==> config.mk <==
export PLATFORM = sky130hd
export DESIGN_NAME = clk_div_ctrl
export DESIGN_NICKNAME = d
export VERILOG_FILES = /design/src/rtl/clk_div_pkg.sv /design/src/rtl/clk_div_cnt.sv /design/src/rtl/clk_div_ctrl.sv
export SDC_FILE = /design/constraint.sdc
export NUM_CORES = 1
export LEC_CHECK = 0
export ABC_AREA = 1
export CORE_AREA = 2 2 88 69
export DETAILED_ROUTE_END_ITERATION = 7
export DIE_AREA = 0 0 90 71
export GPL_TIMING_DRIVEN = 0
export SYNTH_ARGS = -nofsm -noshare
export SYNTH_HDL_FRONTEND = slang
export SYNTH_SLANG_ARGS = --single-unit
==> constraint.sdc <==
create_clock -name clk -period 4.2 [get_ports clk]
set_input_delay 1.05 -clock clk [delete_from_list [all_inputs] [get_ports clk]]
set_output_delay 1.05 -clock clk [all_outputs]
set_load 0.005 [all_outputs]
==> src/rtl/clk_div_pkg.sv <==
// -----------------------------------------------------------------------------
// clk_div_pkg
// Shared types and constants for the programmable clock-divider controller.
//   CLK_DIV_W : default ratio/counter width. It also sets the width of the
//               pending-request struct, so a DIV_W override must match it.
//   DIV_MIN   : smallest legal divide ratio.
//   state_t   : controller FSM states.
//   pend_t    : a config request parked until the next period boundary.
// -----------------------------------------------------------------------------
package clk_div_pkg;

  localparam int unsigned CLK_DIV_W = 4;
  localparam int unsigned DIV_MIN   = 2;

  typedef enum logic [1:0] {
    IDLE = 2'd0,
    RUN  = 2'd1,
    PEND = 2'd2
  } state_t;

  typedef struct packed {
    logic                 en;
    logic [CLK_DIV_W-1:0] div;
  } pend_t;

endpackage

==> src/rtl/clk_div_cnt.sv <==
// -----------------------------------------------------------------------------
// clk_div_cnt
// Period counter and phase generator for the clock divider.
// Every output flop is loaded from the *next* counter/ratio value, so div_p,
// tick and the ratio all change on the same edge as the counter itself.
// Ports:
//   clk, rst   : clock, asynchronous active-high reset
//   i_run      : divider is running after this edge
//   i_load     : restart the period at i_div (cnt=0) on this edge
//   i_div      : ratio to load
//   o_last     : current cycle is the last of the period (cnt == ratio-1)
//   o_ratio    : ratio in effect
//   o_div_p    : divided phase, high for ratio>>1 cycles of each period
//   o_tick     : high on the last cycle of each period
// -----------------------------------------------------------------------------
module clk_div_cnt
  import clk_div_pkg::*;
#(
  parameter int DIV_W   = CLK_DIV_W,
  parameter int DEF_DIV = 9
) (
  input  logic             clk,
  input  logic             rst,
  input  logic             i_run,
  input  logic             i_load,
  input  logic [DIV_W-1:0] i_div,
  output logic             o_last,
  output logic [DIV_W-1:0] o_ratio,
  output logic             o_div_p,
  output logic             o_tick
);

  logic [DIV_W-1:0] r_cnt;
  logic [DIV_W-1:0] r_ratio;
  logic             r_div_p;
  logic             r_tick;
  logic [DIV_W-1:0] w_cnt_nxt;
  logic [DIV_W-1:0] w_ratio_nxt;
  logic             w_last;

  assign w_last = (r_cnt == r_ratio - DIV_W'(1));

  always_comb begin
    w_cnt_nxt   = r_cnt;
    w_ratio_nxt = r_ratio;
    if (!i_run) begin
      // Stopping keeps the last ratio visible; only the count is cleared.
      w_cnt_nxt = '0;
    end else if (i_load) begin
      w_cnt_nxt   = '0;
      w_ratio_nxt = i_div;
    end else if (w_last) begin
      w_cnt_nxt = '0;
    end else begin
      w_cnt_nxt = r_cnt + DIV_W'(1);
    end
  end

  always_ff @(posedge clk or posedge rst) begin
    if (rst) begin
      r_cnt   <= '0;
      r_ratio <= DIV_W'(DEF_DIV);
      r_div_p <= 1'b0;
      r_tick  <= 1'b0;
    end else begin
      r_cnt   <= w_cnt_nxt;
      r_ratio <= w_ratio_nxt;
      r_div_p <= i_run && (w_cnt_nxt < (w_ratio_nxt >> 1));
      r_tick  <= i_run && (w_cnt_nxt == w_ratio_nxt - DIV_W'(1));
    end
  end

  assign o_last  = w_last;
  assign o_ratio = r_ratio;
  assign o_div_p = r_div_p;
  assign o_tick  = r_tick;

endmodule

==> src/rtl/clk_div_ctrl.sv <==
// -----------------------------------------------------------------------------
// clk_div_ctrl
// Runtime-programmable controller for the odd/even clock divider. Accepts a
// ratio over a valid/ready port and applies changes and stops only on period
// boundaries, so the divided phase never glitches. div_odd tells downstream
// negedge/OR logic to stretch the phase to 50% duty on odd ratios.
// Optional feature macro: CLK_DIV_PERIOD_CNT_EN builds the 16-bit completed
// period counter; without it period_cnt is tied to zero.
// Ports:
//   clk, rst    : clock, asynchronous active-high reset
//   cfg_valid   : config request;     cfg_ready : config can be accepted
//   cfg_en      : 1 = run at cfg_div, 0 = stop;  cfg_div : requested ratio
//   cfg_err     : one-cycle pulse after an accepted ratio below 2
//   div_p       : divided phase;      div_odd   : current ratio is odd
//   div_tick    : last cycle of each period;     running : not idle
//   cur_div     : ratio in effect;    period_cnt: completed periods
// -----------------------------------------------------------------------------
module clk_div_ctrl
  import clk_div_pkg::*;
#(
  parameter int DIV_W   = CLK_DIV_W,
  parameter int DEF_DIV = 9
) (
  input  logic             clk,
  input  logic             rst,
  input  logic             cfg_valid,
  output logic             cfg_ready,
  input  logic             cfg_en,
  input  logic [DIV_W-1:0] cfg_div,
  output logic             cfg_err,
  output logic             div_p,
  output logic             div_odd,
  output logic             div_tick,
  output logic             running,
  output logic [DIV_W-1:0] cur_div,
  output logic [15:0]      period_cnt
);

  state_t           r_state;
  state_t           w_state_nxt;
  pend_t            r_pend;
  pend_t            w_pend_nxt;
  logic             r_err;
  logic             w_xfer;
  logic             w_bad;
  logic             w_last;
  logic             w_run;
  logic             w_load;
  logic [DIV_W-1:0] w_load_div;

  assign cfg_ready = (r_state != PEND);
  assign w_xfer    = cfg_valid && cfg_ready;
  assign w_bad     = cfg_en && (cfg_div < DIV_W'(DIV_MIN));

  always_ff @(posedge clk or posedge rst) begin
    if (rst) begin
      r_state <= IDLE;
      r_pend  <= '0;
      r_err   <= 1'b0;
    end else begin
      r_state <= w_state_nxt;
      r_pend  <= w_pend_nxt;
      r_err   <= w_xfer && w_bad;
    end
  end

  // An invalid request is consumed but otherwise ignored. A legal request
  // arriving on the last cycle of a period takes effect immediately; one
  // arriving mid-period is parked until the period ends.
  always_comb begin
    w_state_nxt = r_state;
    w_pend_nxt  = r_pend;
    w_run       = (r_state != IDLE);
    w_load      = 1'b0;
    w_load_div  = cfg_div;
    case (r_state)
      IDLE: begin
        if (w_xfer && cfg_en && !w_bad) begin
          w_state_nxt = RUN;
          w_run       = 1'b1;
          w_load      = 1'b1;
        end
      end
      RUN: begin
        if (w_xfer && !w_bad) begin
          if (w_last) begin
            if (cfg_en) begin
              w_load = 1'b1;
            end else begin
              w_run       = 1'b0;
              w_state_nxt = IDLE;
            end
          end else begin
            w_pend_nxt.en  = cfg_en;
            w_pend_nxt.div = cfg_div;
            w_state_nxt    = PEND;
          end
        end
      end
      PEND: begin
        if (w_last) begin
          if (r_pend.en) begin
            w_load      = 1'b1;
            w_load_div  = r_pend.div;
            w_state_nxt = RUN;
          end else begin
            w_run       = 1'b0;
            w_state_nxt = IDLE;
          end
        end
      end
      default: begin
        w_run       = 1'b0;
        w_state_nxt = IDLE;
      end
    endcase
  end

  clk_div_cnt #(
    .DIV_W   (DIV_W),
    .DEF_DIV (DEF_DIV)
  ) u_cnt (
    .clk     (clk),
    .rst     (rst),
    .i_run   (w_run),
    .i_load  (w_load),
    .i_div   (w_load_div),
    .o_last  (w_last),
    .o_ratio (cur_div),
    .o_div_p (div_p),
    .o_tick  (div_tick)
  );

  assign cfg_err = r_err;
  assign running = (r_state != IDLE);
  assign div_odd = cur_div[0];

`ifdef CLK_DIV_PERIOD_CNT_EN
  logic [15:0] r_period_cnt;

  always_ff @(posedge clk or posedge rst) begin
    if (rst) begin
      r_period_cnt <= '0;
    end else if ((r_state == IDLE) && (w_state_nxt == RUN)) begin
      r_period_cnt <= '0;
    end else if (div_tick) begin
      r_period_cnt <= r_period_cnt + 16'd1;
    end
  end

  assign period_cnt = r_period_cnt;
`else
  assign period_cnt = 16'd0;
`endif

endmodule
* Word level (Yosys, flattened, before mapping)
Cells that the tools add are included.
Operators by class: $add $sub $neg 3, order comparisons 2, eq/ne operators 9, multiplexer cells 29, bitwise logic cells 1, reductions and logical operators 13
Operators by type and width (count):
- 4-bit two-way mux | 8
- 1-bit two-way mux | 13
- 2-bit two-way mux | 5
- 4-bit equality test | 2
- 1-bit logical AND | 8
- 4-bit by 1-bit subtractor with 4-bit output, second input constant | 2
- 2-bit != test, second input constant | 3
- 1-bit one-hot mux with 3 select lines | 2
- 2-bit one-hot mux with 3 select lines | 1
- 4-bit by 1-bit adder with 4-bit output, second input constant | 1
- 4-bit by 2-bit < comparator with 1-bit output, second input constant | 1
- 4-bit by 3-bit < comparator with 1-bit output | 1
- 4-bit AND reduction | 1
- 3-bit != test, second input constant | 1
- 3-bit AND reduction | 1
- 2-bit by 1-bit equality test with 1-bit output, second input constant | 1
- 2-bit equality test, second input constant | 1
- 2-bit zero test | 1
- 2-bit by 1-bit != test with 1-bit output, second input constant | 1
- 2-bit nonzero test | 1
- 1-bit zero test | 1
- 1-bit NOT | 1
Word-level totals: bits in registers 18, input port bits 8, output and inout port bits 26

* Longest topological paths before layout
Gate-level depths: netlist of run 1.
word-level depth 11, mapped depth 22, depth with buffers taken out 21

* Hierarchy
From an unflattened synthesis of run 1, not the netlist that was laid out.
Second synthesis, totals: cell total of the unflattened synthesis 191, area, all modules 1453.9 sq um
Modules (own cells, without submodules):
- clk_div_cnt | times used 1, cells each 103, area an instance 758.2 sq um, sequential area each 252.7 sq um
- clk_div_ctrl | times used 1, cells each 88, area an instance 695.7 sq um, sequential area each 200.2 sq um

* Worst setup path after synthesis of run 1
Ideal clock, no wire load.
path kind input to register, from input port cfg_div[1], to register u_cnt.r_tick, in the netlist u_cnt.o_tick, setup time 0.063 ns, arrival time 2.498 ns, slack 1.639 ns, stages on the path 17, buffers on the path 0, cells stage by stage inv_1 > nand2_1 > nor2_4 > nor2_8 > nand3_4 > nand2_2 > nor2_4 > nand2_1 > nand2_2 > ha_1 > inv_1 > nand2_1 > nand2_1 > nand2_1 > nor2_1 > nand2_1 > inv_1
On the way: longest elaborated chain between the ends 11, elaborated cells between the ends (all ways) 21
Ends and longest elaborated chain:
- start, declared | RTL line clk_div_ctrl.sv:29 | input logic [DIV_W-1:0] cfg_div,
- 4-bit by 2-bit < comparator with 1-bit output | RTL line clk_div_ctrl.sv:53 | assign w_bad = cfg_en && (cfg_div < DIV_W'(DIV_MIN));
- 1-bit logical AND | RTL line clk_div_ctrl.sv:53
- 1-bit zero test | RTL line clk_div_ctrl.sv:78, clk_div_ctrl.sv:85
- 1-bit logical AND (on tied branches) | RTL line clk_div_ctrl.sv:85, clk_div_ctrl.sv:78
- 1-bit two-way mux (on tied branches) | RTL line clk_div_ctrl.sv:85, clk_div_ctrl.sv:78
- 1-bit one-hot mux with 3 select lines | RTL line clk_div_ctrl.sv:76 | case (r_state)
- 4-bit two-way mux | RTL line clk_div_cnt.sv:49 | end else if (i_load) begin
- 4-bit two-way mux | RTL line clk_div_cnt.sv:46 | if (!i_run) begin
- 4-bit by 1-bit subtractor with 4-bit output | RTL line clk_div_cnt.sv:69 | r_tick <= i_run && (w_cnt_nxt == w_ratio_nxt - DIV_W'(1));
- 4-bit equality test | RTL line clk_div_cnt.sv:69
- 1-bit logical AND * | RTL line clk_div_cnt.sv:69
- end signal, assigned | RTL line clk_div_cnt.sv:69
- end, declared | RTL line clk_div_cnt.sv:36 | logic r_tick;
Mark *: on every way between the ends. The rest lies on a longest branch, timed or not. A chain may end at the register's enable or synchronous reset.

* Worst setup path in the final report of run 1
from input port cfg_en, to register u_cnt.r_tick, in the netlist u_cnt.o_tick
On the way: longest elaborated chain between the ends 10, elaborated cells between the ends (all ways) 22
Ends and longest elaborated chain:
- start, declared | RTL line clk_div_ctrl.sv:28 | input logic cfg_en,
- 1-bit logical AND | RTL line clk_div_ctrl.sv:53
- 1-bit zero test | RTL line clk_div_ctrl.sv:78, clk_div_ctrl.sv:85
- 1-bit logical AND (on tied branches) | RTL line clk_div_ctrl.sv:85, clk_div_ctrl.sv:78
- 1-bit two-way mux (on tied branches) | RTL line clk_div_ctrl.sv:85, clk_div_ctrl.sv:78
- 1-bit one-hot mux with 3 select lines | RTL line clk_div_ctrl.sv:76
- 4-bit two-way mux | RTL line clk_div_cnt.sv:49
- 4-bit two-way mux | RTL line clk_div_cnt.sv:46
- 4-bit by 1-bit subtractor with 4-bit output | RTL line clk_div_cnt.sv:69
- 4-bit equality test | RTL line clk_div_cnt.sv:69
- 1-bit logical AND * | RTL line clk_div_cnt.sv:69
Marks and branches as above.

==> results of run 1 <==
-- flip-flops by register name (all words and copies together), names as in the netlist --
| register | cells |
|---|---|
| cfg_err | 1 |
| r_pend | 5 |
| r_state | 2 |
| u_cnt.o_div_p | 1 |
| u_cnt.o_ratio | 4 |
| u_cnt.o_tick | 1 |
| u_cnt.r_cnt | 4 |
-- worst min-delay path: stages (launching register included) --
cell                      delay (ns)
sky130_fd_sc_hd__dfrtp_1        0.35
sky130_fd_sc_hd__nand2_1        0.05
sky130_fd_sc_hd__o21ai_0        0.06
-- cells in the final DEF, fill, tap and decap left out, types with 4 or more instances in the layout --
cell type / instances
sky130_fd_sc_hd__nand2_1: 55
sky130_fd_sc_hd__inv_1: 34
sky130_fd_sc_hd__buf_4: 17
sky130_fd_sc_hd__clkdlybuf4s50_1: 17
sky130_fd_sc_hd__nand3_1: 16
sky130_fd_sc_hd__conb_1: 16
sky130_fd_sc_hd__dfrtp_1: 16
sky130_fd_sc_hd__nand2_2: 15
sky130_fd_sc_hd__nor2_1: 7
sky130_fd_sc_hd__nand4_1: 6
sky130_fd_sc_hd__o21ai_0: 6
sky130_fd_sc_hd__nor2_2: 5
sky130_fd_sc_hd__inv_2: 5
sky130_fd_sc_hd__nand2_4: 5
sky130_fd_sc_hd__ha_1: 5
sky130_fd_sc_hd__nor2_4: 4
-- metal layers --
metal,routed length (microns),vias up,track usage
met5,0,-,0
met4,28,0,0.0410
met3,96,4,0.0160
met2,1380,20,0.175
met1,1820,592,0.158
li1,-,722,-
-- kinds of logic (layout without fill, tap and decap cells) --
| family | count (synthesis) | count (layout) | share of synthesized area |
|---|---|---|---|
| buf+inv | 58 | 79 | 0.178 |
| simple gates | 122 | 122 | 0.434 |
| fa+ha+maj | 5 | 5 | 0.0386 |
| other cells | 1 | 16 | 0.00231 |
| compound gates | 14 | 14 | 0.0571 |
| xor+xnor | 2 | 2 | 0.0108 |
| flops | 18 | 18 | 0.279 |
-- how the worst max path moves through the flow --
| stage | cells after the start | end |
|---|---|---|
| after CTS | 16 | u_cnt.o_tick |
| after detailed placement | 16 | u_cnt.o_tick |
| after global routing | 16 | u_cnt.o_tick |
| after global placement | 17 | u_cnt.o_tick |
| after floorplan | 17 | u_cnt.o_tick |
| final | 17 | u_cnt.o_tick |
-- area by class of cell --
| cell class | count | share of cell area |
|---|---|---|
| clock buffers | 4 | 0.0226 |
| well taps | 78 | 0.0490 |
| repair buffers | 17 | 0.0855 |
| inverters | 39 | 0.0735 |
| flip-flops and latches | 18 | 0.228 |
| multi-input cells | 159 | 0.470 |
| plain buffers | 19 | 0.0717 |
-- report_power, final --
group / switching (uW) / internal, uW / total [uW]
clock: 57.4 / 67.3 / 125
sequential: 70.0 / 249 / 319
combinational: 510 / 342 / 853
total: 638 / 659 / 1300
-- through the flow --
stage,worst slack [ns],instance area (sq um),utilization
after CTS,1.10,1990,0.356
after global routing,0.899,1990,0.356
after floorplan,1.64,1680,-
after detailed placement,0.857,1950,0.348
after global placement,0.845,1950,0.348
final,1.11,1990,0.356
==> key figures, run 1 <==
Outcome
  – Status: finished, final reports clean

Route
  – Vias after detailed routing: 1338
  – Avg WL per Cell: 9.94 microns
  – First-pass iteration count of the detailed router: 4
  – Routed via count divided by cell count: 4.01
  – Aggregate routed wire length: 3320 microns
  – Iteration-0 DRC Markers: 34
  – Antenna viol nets, final: 0
  – Number of remaining DRC errors: 0

Synthesis
  – Average footprint of a synthesized cell: 7.37 sq um
  – Most common cell in the netlist: sky130_fd_sc_hd__nand2_1
  – Post-synth design cell area: 0.00162 sq mm
  – Cells after synthesis: 220
  – Most area-hungry cell type in the Yosys netlist: sky130_fd_sc_hd__dfrtp_1
  – Yosys warning total: 0
  – Share of flip-flops with an asynchronous set or reset after synthesis: 1.00
  – Top post-synthesis cells by count: sky130_fd_sc_hd__nand2_1 (55), sky130_fd_sc_hd__inv_1 (34), sky130_fd_sc_hd__buf_4 (17)
  – Sequential fraction of the synthesis area: 0.279
  – Synth Register Bits: 18
  – Unique cell type count in the Yosys netlist: 28
  – Top FF cell, synth: sky130_fd_sc_hd__dfrtp_1
  – Synth area leaders: sky130_fd_sc_hd__dfrtp_1 (25%), sky130_fd_sc_hd__nand2_1 (13%), sky130_fd_sc_hd__buf_4 (7.9%)
  – Portion of synthesized cell area occupied by the leading cell type: 0.247
  – EDFF count, synth: 0

Clock network
  – Max clock buf depth: 2
  – Quantity of hold-fixing buffers added after cts: 0
  – H-tree depth: 1
  – Number of clock sinks seen by CTS: 18
  – Number of gates given a new drive strength after cts: 0
  – Clock root buffer: sky130_fd_sc_hd__clkbuf_8
  – Clock-pin slew reported for the worst setup and hold paths after clock tree synthesis: 0.07 ns
  – Insertion delay of the later-clocked pin in the worst-skew pair: 0.25 ns
  – Clock buffers created by TritonCTS: 3
  – Number of buffers inserted to repair setup after CTS: 0
  – Clock tree from TritonCTS: done

Place
  – Final estimated routing congestion in global placement: 0.846
  – Placed instance count: 330
  – Number of buffers inserted by port buffering: 17
  – Estimated wirelength of the detail-placed design: 2760 microns

Pwr
  – Max rail drop VDD: 0.250 mV
  – Leakage component of the power: 0.00109 uW
  – Power Density: 651 mW/mm^2
  – Sum of internal, switching and leakage power: 1300 uW

Cells and area
  – Non-Filler Instances: 334
  – Layout-stage area growth over the synthesis result: 22.8%
  – Net count, final: 270
  – # fillers: 607
  – Proportion of layout cells with a drive suffix above 1: 0.266
  – Storage cell area: 453 sq um
  – # diodes: 0
  – Area of the multi-input gates: 936 sq um

Floorplanning
  – Floorplan Core Area: 0.00559 sq mm
  – Die width: 90 microns
  – Initial standard-cell utilization of the core: 0.290
  – IO Pins: 34
  – FP Rows: 24
  – Die area: 0.00639 sq mm
  – Die Span Y: 71 microns

Setup path
  – Number of cells traversed by the worst register-to-register path: 19
  – Sequence of cells on the critical path: clkdlybuf4s50_1 -> nand2_1 -> nor2_4 -> nor2_8 -> nand3_4 -> nand2_2 -> nor2_4 -> nand2_1 -> nand2_2 -> ha_1 -> inv_1 -> nand2_1 -> nand2_1 -> nand2_1 -> nor2_1 -> nand2_1 -> inv_1
  – Largest stage delay on the critical path: 0.57 ns
  – Startpoint of the worst register-to-register path: u_cnt.o_ratio[0]
  – Worst path buffer plus inverter count: 3
  – Cell mode on critical path: sky130_fd_sc_hd__nand2_1
  – Crit path from: cfg_en
  – Critical path data arrival time: 3.28 ns
  – CP Capture Type: flop
  – Largest fanout on the critical path: 8
  – Required arrival time at the worst endpoint: 4.39 ns
  – Cell with the largest stage delay on the worst path: sky130_fd_sc_hd__clkdlybuf4s50_1
  – Setup slack of the worst register-to-register path: 1.39 ns
  – Type of the worst setup path: primary input to flop
  – Launching element type of the critical path: primary input
  – Worst R2R End: u_cnt.o_tick
  – Gate family responsible for the most delay along the worst path: simple AND/OR/NAND/NOR gates

Global route
  – Combined global-route utilization of all metal layers: 0.112
  – Global-route wire length before repair: 5830 microns
  – Vias in the first global route: 1254
  – Pin count of the biggest net entering global routing: 19
  – Initial antenna violation count: 0
  – Total global routing overflow: 0

STA
  – Final setup TNS: 0 ns
  – Min cycle time layout: 3.09 ns
  – Final critical-path share of the clock period: 0.736
  – Final setup viols: 0
  – Hold slack: 0.495 ns
  – Fmax: 0.324 GHz
  – Worst clock skew: 0.00224 ns
  – Slew margin rel.: 0.535
  – Setup repair after global routing missed its margin: no
  – Max Transition Viols Final: 0
  – Hold Fails Final Rpt: 0
  – Slew at the pin closest to its max-slew limit: 0.696 ns

Worst hold path
  – Hold path cells: 2
  – Launch instance of the worst min-delay path: r_pend[3]
  – Worst hold endpoint: r_pend[3]
  – Hold Path Class: flop to flop

Flow run
  – Count of maximum capacitance violations: 0
No activity file was read; power rests on OpenSTA's default activity.
==> inputs of run 2 (changes only) <==
==> constraint.sdc (replaced) <==
create_clock -name clk -period 2.8 [get_ports clk]
set_input_delay 0.7 -clock clk [delete_from_list [all_inputs] [get_ports clk]]
set_output_delay 0.7 -clock clk [all_outputs]
set_load 0.005 [all_outputs]
==> run 2 against run 1 <==
Effect of this change:
- sequential share of layout area fell by 1.4 points
- clock-buffer cell count unchanged
- global-route usage up 0.16 points
- wire length grew 7.7%
- final cell count is 2.7% higher
- design area up 6.5%
- register-to-register slack worse by 1.2 ns
- clock skew is 0.0013 ns higher
- sequential power grew 48%
- critical path type is now flop to flop
==> key figures, run 2 (synthesized netlist as in run 1, its figures left out) <==
Clock network
  – Clock-pin slew reported for the worst setup and hold paths after clock tree synthesis: 0.07 ns (about the same)
  – Clock tree from TritonCTS: done
  – Max clock buf depth: 2 (unchanged)
  – Clock root buffer: sky130_fd_sc_hd__clkbuf_8
  – Quantity of hold-fixing buffers added after cts: 0 (unchanged)
  – Number of clock sinks seen by CTS: 18 (unchanged)
  – Insertion delay of the later-clocked pin in the worst-skew pair: 0.25 ns (about the same)
  – H-tree depth: 1 (unchanged)
  – Clock buffers created by TritonCTS: 3 (unchanged)

STA
  – Worst setup slack after layout: 0.154 ns (-0.956 ns)
  – Fmax: 0.378 GHz
  – Slew margin rel.: 0.539 (+0.00336)
  – Slew at the pin closest to its max-slew limit: 0.691 ns (-0.00504 ns)
  – Max Transition Viols Final: 0 (unchanged)
  – Hold Fails Final Rpt: 0 (unchanged)
  – Min cycle time layout: 2.65 ns
  – Final critical-path share of the clock period: 0.945
  – Setup repair after global routing missed its margin: no
  – Worst clock skew: 0.00358 ns (+0.00134 ns)
  – Final setup viols: 0 (unchanged)
  – Hold slack: 0.496 ns (+0.000958 ns)
  – Final setup TNS: 0 ns (unchanged)

Cells and area
  – # fillers: 601 (-0.99%)
  – Fin area: 0.00212 sq mm (+6.5%)
  – Commonest non-fill, non-tap cells in the layout: sky130_fd_sc_hd__nand2_1 (55), sky130_fd_sc_hd__inv_1 (34), sky130_fd_sc_hd__buf_4 (25)
  – Number of flip-flops under the largest register name: 5 (unchanged)
  – Layout-stage area growth over the synthesis result: 30.8%
  – Proportion of layout cells with a drive suffix above 1: 0.306 (+0.0400)
  – Largest register by flop count: r_pend
  – Most common cell after layout, fill and taps aside: sky130_fd_sc_hd__nand2_1
  – Net count, final: 279 (+3.3%)
  – # diodes: 0 (unchanged)
  – Non-Filler Instances: 343 (+2.7%)

Global route
  – Met3 Track Usage GR: 0.0160 (unchanged)
  – Pin count of the biggest net entering global routing: 19 (unchanged)
  – GR Layer Usage met2: 0.175 (unchanged)
  – Vias in the first global route: 1258 (+0.32%)
  – Initial antenna violation count: 0 (unchanged)
  – Total global routing overflow: 0 (unchanged)
  – Most used routing layer: met2
  – M1 GR Usage: 0.162 (+0.00460)
  – Global-route wire length before repair: 5890 microns (+1.1%)
  – Combined global-route utilization of all metal layers: 0.113 (+0.00160)

Setup path
  – Largest stage delay on the critical path: 0.56 ns (about the same)
  – Critical path data arrival time: 2.83 ns (-0.45 ns)
  – Cell mode on critical path: sky130_fd_sc_hd__nand2_2
  – Startpoint of the worst register-to-register path: u_cnt.o_ratio[0]
  – Worst R2R End: u_cnt.o_div_p
  – CP Capture Type: flop
  – Cell with the largest stage delay on the worst path: sky130_fd_sc_hd__dfstp_2
  – Launching element type of the critical path: flop
  – Required arrival time at the worst endpoint: 2.98 ns (-1.41 ns)
  – Number of cells traversed by the worst register-to-register path: 16 (-3)
  – Setup slack of the worst register-to-register path: 0.15 ns (-1.24 ns)
  – Largest fanout on the critical path: 5 (-3)
  – Sequence of cells on the critical path: inv_2 -> ha_4 -> xor2_1 -> nand2_2 -> nor2_8 -> nand3_4 -> clkbuf_16 -> buf_4 -> nand2_2 -> nand2_2 -> nand2_2 -> nand2_2 -> ha_1 -> o21ai_1 -> nand2_1 -> a21oi_2
  – Type of the worst setup path: flop to flop

Place
  – Pre-CTS worst setup slack: -0.193 ns (-1.05 ns)
  – Placed instance count: 330 (unchanged)
  – Estimated wirelength of the detail-placed design: 2760 microns (unchanged)
  – Cell Area, Placed: 0.00195 sq mm (unchanged)
  – Number of buffers inserted by port buffering: 17 (unchanged)
  – Final estimated routing congestion in global placement: 0.846 (unchanged)

Pwr
  – Gate power share: 0.685 (+0.027)
  – Power share of the sequential group: 0.225 (-0.021)
  – Leakage component of the power: 0.00115 uW (+6.0%)
  – Internal power consumption: 1070 uW (+63%)
  – Power Density: 986 mW/mm^2 (+51%)
  – Max rail drop VDD: 0.403 mV (+61%)
  – Clk network pwr share: 0.090 (-0.006)
  – Fraction of power spent switching nets: 0.486 (-0.00571)
  – Net switching power: 1020 uW (+60%)

Floorplanning
  – Die width: 90 microns (unchanged)
  – Die area: 0.00639 sq mm (unchanged)
  – Initial standard-cell utilization of the core: 0.290 (unchanged)
  – Floorplan Core Area: 0.00559 sq mm (unchanged)
  – FP Rows: 24 (unchanged)
  – IO Pins: 34 (unchanged)
  – Die Span Y: 71 microns (unchanged)

Route
  – First-pass iteration count of the detailed router: 4 (unchanged)
  – Aggregate routed wire length: 3580 microns (+7.7%)
  – Routed via count divided by cell count: 4.03 (+0.72%)
  – Iteration-0 DRC Markers: 42 (+24%)
  – Antenna viol nets, final: 0 (unchanged)
  – Avg WL per Cell: 10.4 microns (+4.9%)
  – Number of remaining DRC errors: 0 (unchanged)
  – Vias after detailed routing: 1384 (+3.4%)

Worst hold path
  – Hold path cells: 2 (unchanged)
  – Hold Path Class: flop to flop
  – Launch instance of the worst min-delay path: r_pend[3]
  – Worst hold endpoint: r_pend[3]

Flow run
  – Count of maximum capacitance violations: 0 (unchanged)

Outcome
  – Status: finished, final reports clean
run 2: worst max path at each step:
stage | start | endpoint | slack [ns] | cells after the start
final | u_cnt.o_ratio[0] | u_cnt.o_div_p | 0.15 | 16
after global routing | u_cnt.o_ratio[0] | u_cnt.o_div_p | 0.01 | 16
after CTS | cfg_en | u_cnt.o_tick | 0.05 | 16
after detailed placement | cfg_en | u_cnt.o_tick | -0.19 | 16
after global placement | cfg_en | u_cnt.o_tick | -0.20 | 17
after floorplan | u_cnt.o_ratio[0] | u_cnt.o_tick | 0.27 | 19
run 2: final cells by class:
class	instances	area [sq um]	share of cell area
Multi-Input combinational cell	159	975	0.460
Inverter	39	146	0.0690
Timing Repair Buffer	26	258	0.122
Buffer	19	146	0.0690
Tap cell	78	97.6	0.0460
Sequential cell	18	453	0.214
Clock buffer	4	45.0	0.0212
run 2: stage by stage:
step	util	total power [uW]
finish	0.380	2090
global route	0.380	2280
CTS	0.358	1980
detailed placement	0.348	1760
global placement	0.348	1740
floorplan	-	1440
run 2: what timing repair did:
action / in CTS / in global routing
gates resized for setup: 0 / 7
pin swaps: 0 / 6
endpoints found under the setup margin: 1 / 1
gates cloned: 0 / 1
setup buffers: 1 / 7
run 2: worst max-delay path: cells and delay by family (launching register included):
family / cells / cell delay (ns)
buffers and inverters: 3 / 0.39
and+or+nand+nor: 8 / 0.75
AOI/OAI and AO/OA: 2 / 0.18
DFF: 1 / 0.56
xor gates and xnor gates: 1 / 0.16
adders and majority gates: 2 / 0.54
run 2: metal layers:
metal | routed length, microns | share of wire
met5 | 0 | 0
met4 | 28 | 0.0078
met3 | 128 | 0.036
met2 | 1520 | 0.42
met1 | 1900 | 0.53
run 2: power by group through the flow:
| stage | Combinational (uW) | Sequential, uW | Clock [uW] |
|---|---|---|---|
| after global placement | 1260 | 480 | 0 |
| after detailed placement | 1280 | 482 | 0 |
| after global routing | 1580 | 485 | 213 |
| after CTS | 1310 | 469 | 196 |
| final | 1430 | 471 | 188 |
| after floorplan | 975 | 460 | 0 |
==> inputs of run 3 (changes only) <==
==> constraint.sdc (replaced) <==
create_clock -name clk -period 2.3 [get_ports clk]
set_input_delay 0.575 -clock clk [delete_from_list [all_inputs] [get_ports clk]]
set_output_delay 0.575 -clock clk [all_outputs]
set_load 0.005 [all_outputs]
==> run 3 against run 2 <==
Effect of this change:
- the flow now finishes with violations (negative setup slack)
- maximum frequency rose by 2.7%
- core utilization up 2.2 points
- worst hold slack about the same
- first-iteration DRC count up 48%
- critical path type unchanged
- highest routed layer unchanged
==> key figures, run 3 (synthesized netlist as in run 1, its figures left out) <==
Clock network
  – Number of clock sinks seen by CTS: 18 (unchanged)
  – Clock root buffer: sky130_fd_sc_hd__clkbuf_8
  – Clock-pin slew reported for the worst setup and hold paths after clock tree synthesis: 0.08 ns (about the same)
  – Max clock buf depth: 2 (unchanged)
  – Quantity of hold-fixing buffers added after cts: 0 (unchanged)
  – Clock buffers created by TritonCTS: 3 (unchanged)
  – Clock tree from TritonCTS: done
  – H-tree depth: 1 (unchanged)
  – Insertion delay of the later-clocked pin in the worst-skew pair: 0.26 ns (about the same)

Cells and area
  – Most common cell after layout, fill and taps aside: sky130_fd_sc_hd__nand2_1
  – # fillers: 589 (-2.0%)
  – Proportion of layout cells with a drive suffix above 1: 0.385 (+0.0795)
  – Largest register by flop count: r_pend
  – Net count, final: 285 (+2.2%)
  – Layout-stage area growth over the synthesis result: 38.4%
  – Number of flip-flops under the largest register name: 5 (unchanged)
  – Core occupancy in the finished layout: 0.402 (+0.0222)
  – # diodes: 0 (unchanged)
  – Commonest non-fill, non-tap cells in the layout: sky130_fd_sc_hd__nand2_1 (50), sky130_fd_sc_hd__inv_1 (30), sky130_fd_sc_hd__buf_4 (30)

Setup path
  – Critical path data arrival time: 2.79 ns (-0.04 ns)
  – Type of the worst setup path: flop to flop
  – Largest fanout on the critical path: 5 (unchanged)
  – CP Capture Type: flop
  – Launching element type of the critical path: flop
  – Sequence of cells on the critical path: inv_4 -> ha_4 -> xor2_1 -> nand2_2 -> nor2_8 -> nand3_4 -> buf_8 -> nand2_2 -> o21ai_2 -> nand2_1 -> nand2_2 -> ha_4 -> nand3_2 -> nand2_2 -> nand2_2 -> nor2_2 -> nand2_1 -> inv_1
  – Cell mode on critical path: sky130_fd_sc_hd__nand2_2
  – Required arrival time at the worst endpoint: 2.51 ns (-0.47 ns)
  – Cell with the largest stage delay on the worst path: sky130_fd_sc_hd__dfstp_2
  – Setup slack of the worst register-to-register path: -0.28 ns (-0.43 ns)
  – Largest stage delay on the critical path: 0.58 ns (+0.02 ns)

Route
  – Avg WL per Cell: 10.7 microns (+2.8%)
  – Number of remaining DRC errors: 0 (unchanged)
  – Iteration-0 DRC Markers: 62 (+48%)
  – Vias after detailed routing: 1431 (+3.4%)
  – First-pass iteration count of the detailed router: 4 (unchanged)
  – Routed via count divided by cell count: 4.11 (+1.9%)
  – Antenna viol nets, final: 0 (unchanged)
  – Aggregate routed wire length: 3730 microns (+4.3%)

Floorplanning
  – Die width: 90 microns (unchanged)
  – FP Rows: 24 (unchanged)
  – Die Span Y: 71 microns (unchanged)
  – Initial standard-cell utilization of the core: 0.290 (unchanged)
  – Die area: 0.00639 sq mm (unchanged)
  – IO Pins: 34 (unchanged)
  – Floorplan Core Area: 0.00559 sq mm (unchanged)

Global route
  – Total global routing overflow: 0 (unchanged)
  – Combined global-route utilization of all metal layers: 0.122 (+0.00860)
  – M1 GR Usage: 0.175 (+0.0124)
  – Met3 Track Usage GR: 0.0256 (+0.00958)
  – Vias in the first global route: 1312 (+4.3%)
  – GR Layer Usage met2: 0.194 (+0.0184)
  – Global-route wire length before repair: 6250 microns (+6.1%)
  – Initial antenna violation count: 0 (unchanged)
  – Pin count of the biggest net entering global routing: 19 (unchanged)
  – Most used routing layer: met2

STA
  – Final critical-path share of the clock period: 1.12 (+0.176)
  – Worst clock skew: 0.00523 ns (+0.00165 ns)
  – Hold Fails Final Rpt: 0 (unchanged)
  – Slew margin rel.: 0.515 (-0.0238)
  – Min cycle time layout: 2.58 ns (-0.0684 ns)
  – Fmax: 0.388 GHz (+2.7%)
  – Setup repair after global routing missed its margin: yes
  – Final setup viols: 2 (+2)
  – Worst setup slack after layout: -0.277 ns (-0.432 ns)
  – Slew at the pin closest to its max-slew limit: 0.727 ns (+0.0356 ns)
  – Max Transition Viols Final: 0 (unchanged)

Pwr
  – Clk network pwr share: 0.085 (-0.005)
  – Power Density: 1230 mW/mm^2 (+25%)
  – Net switching power: 1350 uW (+33%)
  – Gate power share: 0.707 (+0.022)
  – Fraction of power spent switching nets: 0.488 (+0.00138)
  – Power share of the sequential group: 0.209 (-0.016)
  – Max rail drop VDD: 0.714 mV (+77%)
  – Leakage component of the power: 0.00117 uW (+2.0%)
  – Internal power consumption: 1420 uW (+32%)

Outcome
  – Status: complete, but fails checks
  – Violated checks: negative setup slack

Place
  – Pre-CTS worst setup slack: -0.509 ns (-0.316 ns)
  – Estimated wirelength of the detail-placed design: 2820 microns (+2.1%)
  – Number of buffers inserted by port buffering: 17 (unchanged)
  – Final estimated routing congestion in global placement: 0.861 (+1.8%)

Flow run
  – Count of maximum capacitance violations: 0 (unchanged)

Worst hold path
  – Hold Path Class: flop to flop
run 3: cell count changes in the layout (fill, tap and decap cells not counted), sizes merged:
cell / before / now
clkbuf: 6 / 4
clkdlybuf4s50: 16 / 17
dlymetal6s2s: 1 / 0
buf: 26 / 33
run 3: timing repair:
| action | in CTS | in global routing |
|---|---|---|
| gates resized for setup | 9 | 16 |
| gates cloned | 1 | 0 |
| pin swaps | 9 | 15 |
| setup buffers | 10 | 4 |
| endpoints found under the setup margin | 2 | 2 |
run 3: routing by layer:
metal  vias up  wire length, microns
met5         -                     0
met4         0                    21
met3         5                   240
met2        33                  1740
met1       638                  1730
li1        755                     -
run 3: per-stage QoR:
step           cells  TNS [ns]  hold slack (ns)  total power [uW]  cell area [sq um]
6_report         348    -0.470            0.495              2770               2240
5_1_grt          348    -0.747            0.567              3010               2240
4_1_cts          344    -0.480            0.503              2600               2160
3_5_place_dp     330    -0.892            0.486              2220               1990
3_3_place_gp     330    -0.860            0.472              2180               1990
2_1_floorplan    235    -0.123            0.453              1810               1720
run 3: layout make-up:
cell class | instances | area, sq um | area share
multi-input combinational | 159 | 1050 | 0.468
buffer | 19 | 148 | 0.0658
tap | 78 | 97.6 | 0.0435
inverter | 39 | 149 | 0.0663
clock buffer | 3 | 41.3 | 0.0184
sequential | 18 | 453 | 0.202
timing repair buffer | 32 | 307 | 0.137
run 3: path summary, 6_finish.rpt:
| path | from | to | cells after the start |
|---|---|---|---|
| min | r_pend[2] | r_pend[2] | 2 |
| max in group asynchronous | rst | u_cnt.r_cnt[2] | 2 |
| max reg2reg | u_cnt.o_ratio[0] | u_cnt.o_tick | 18 |
| min reg2reg | r_pend[2] | r_pend[2] | 2 |
| min in group asynchronous | rst | r_pend[1] | 2 |
| max | u_cnt.o_ratio[0] | u_cnt.o_tick | 18 |
run 3: power by group through the flow:
| stage | Combinational, uW | Sequential, uW | Clock (uW) |
|---|---|---|---|
| 5_1_grt | 2160 | 597 | 255 |
| 3_5_place_dp | 1640 | 588 | 0 |
| 4_1_cts | 1790 | 575 | 238 |
| 6_report | 1960 | 577 | 235 |
| 3_3_place_gp | 1600 | 586 | 0 |
| 2_1_floorplan | 1250 | 560 | 0 |
run 3: worst max-delay path, delay by kind of cell (launching register included):
family,cells,cell delay [ns]
fa+ha+maj,2,0.53
simple gates,11,0.96
xor+xnor,1,0.15
buf+inv,3,0.25
compound gates,1,0.05
flops,1,0.58
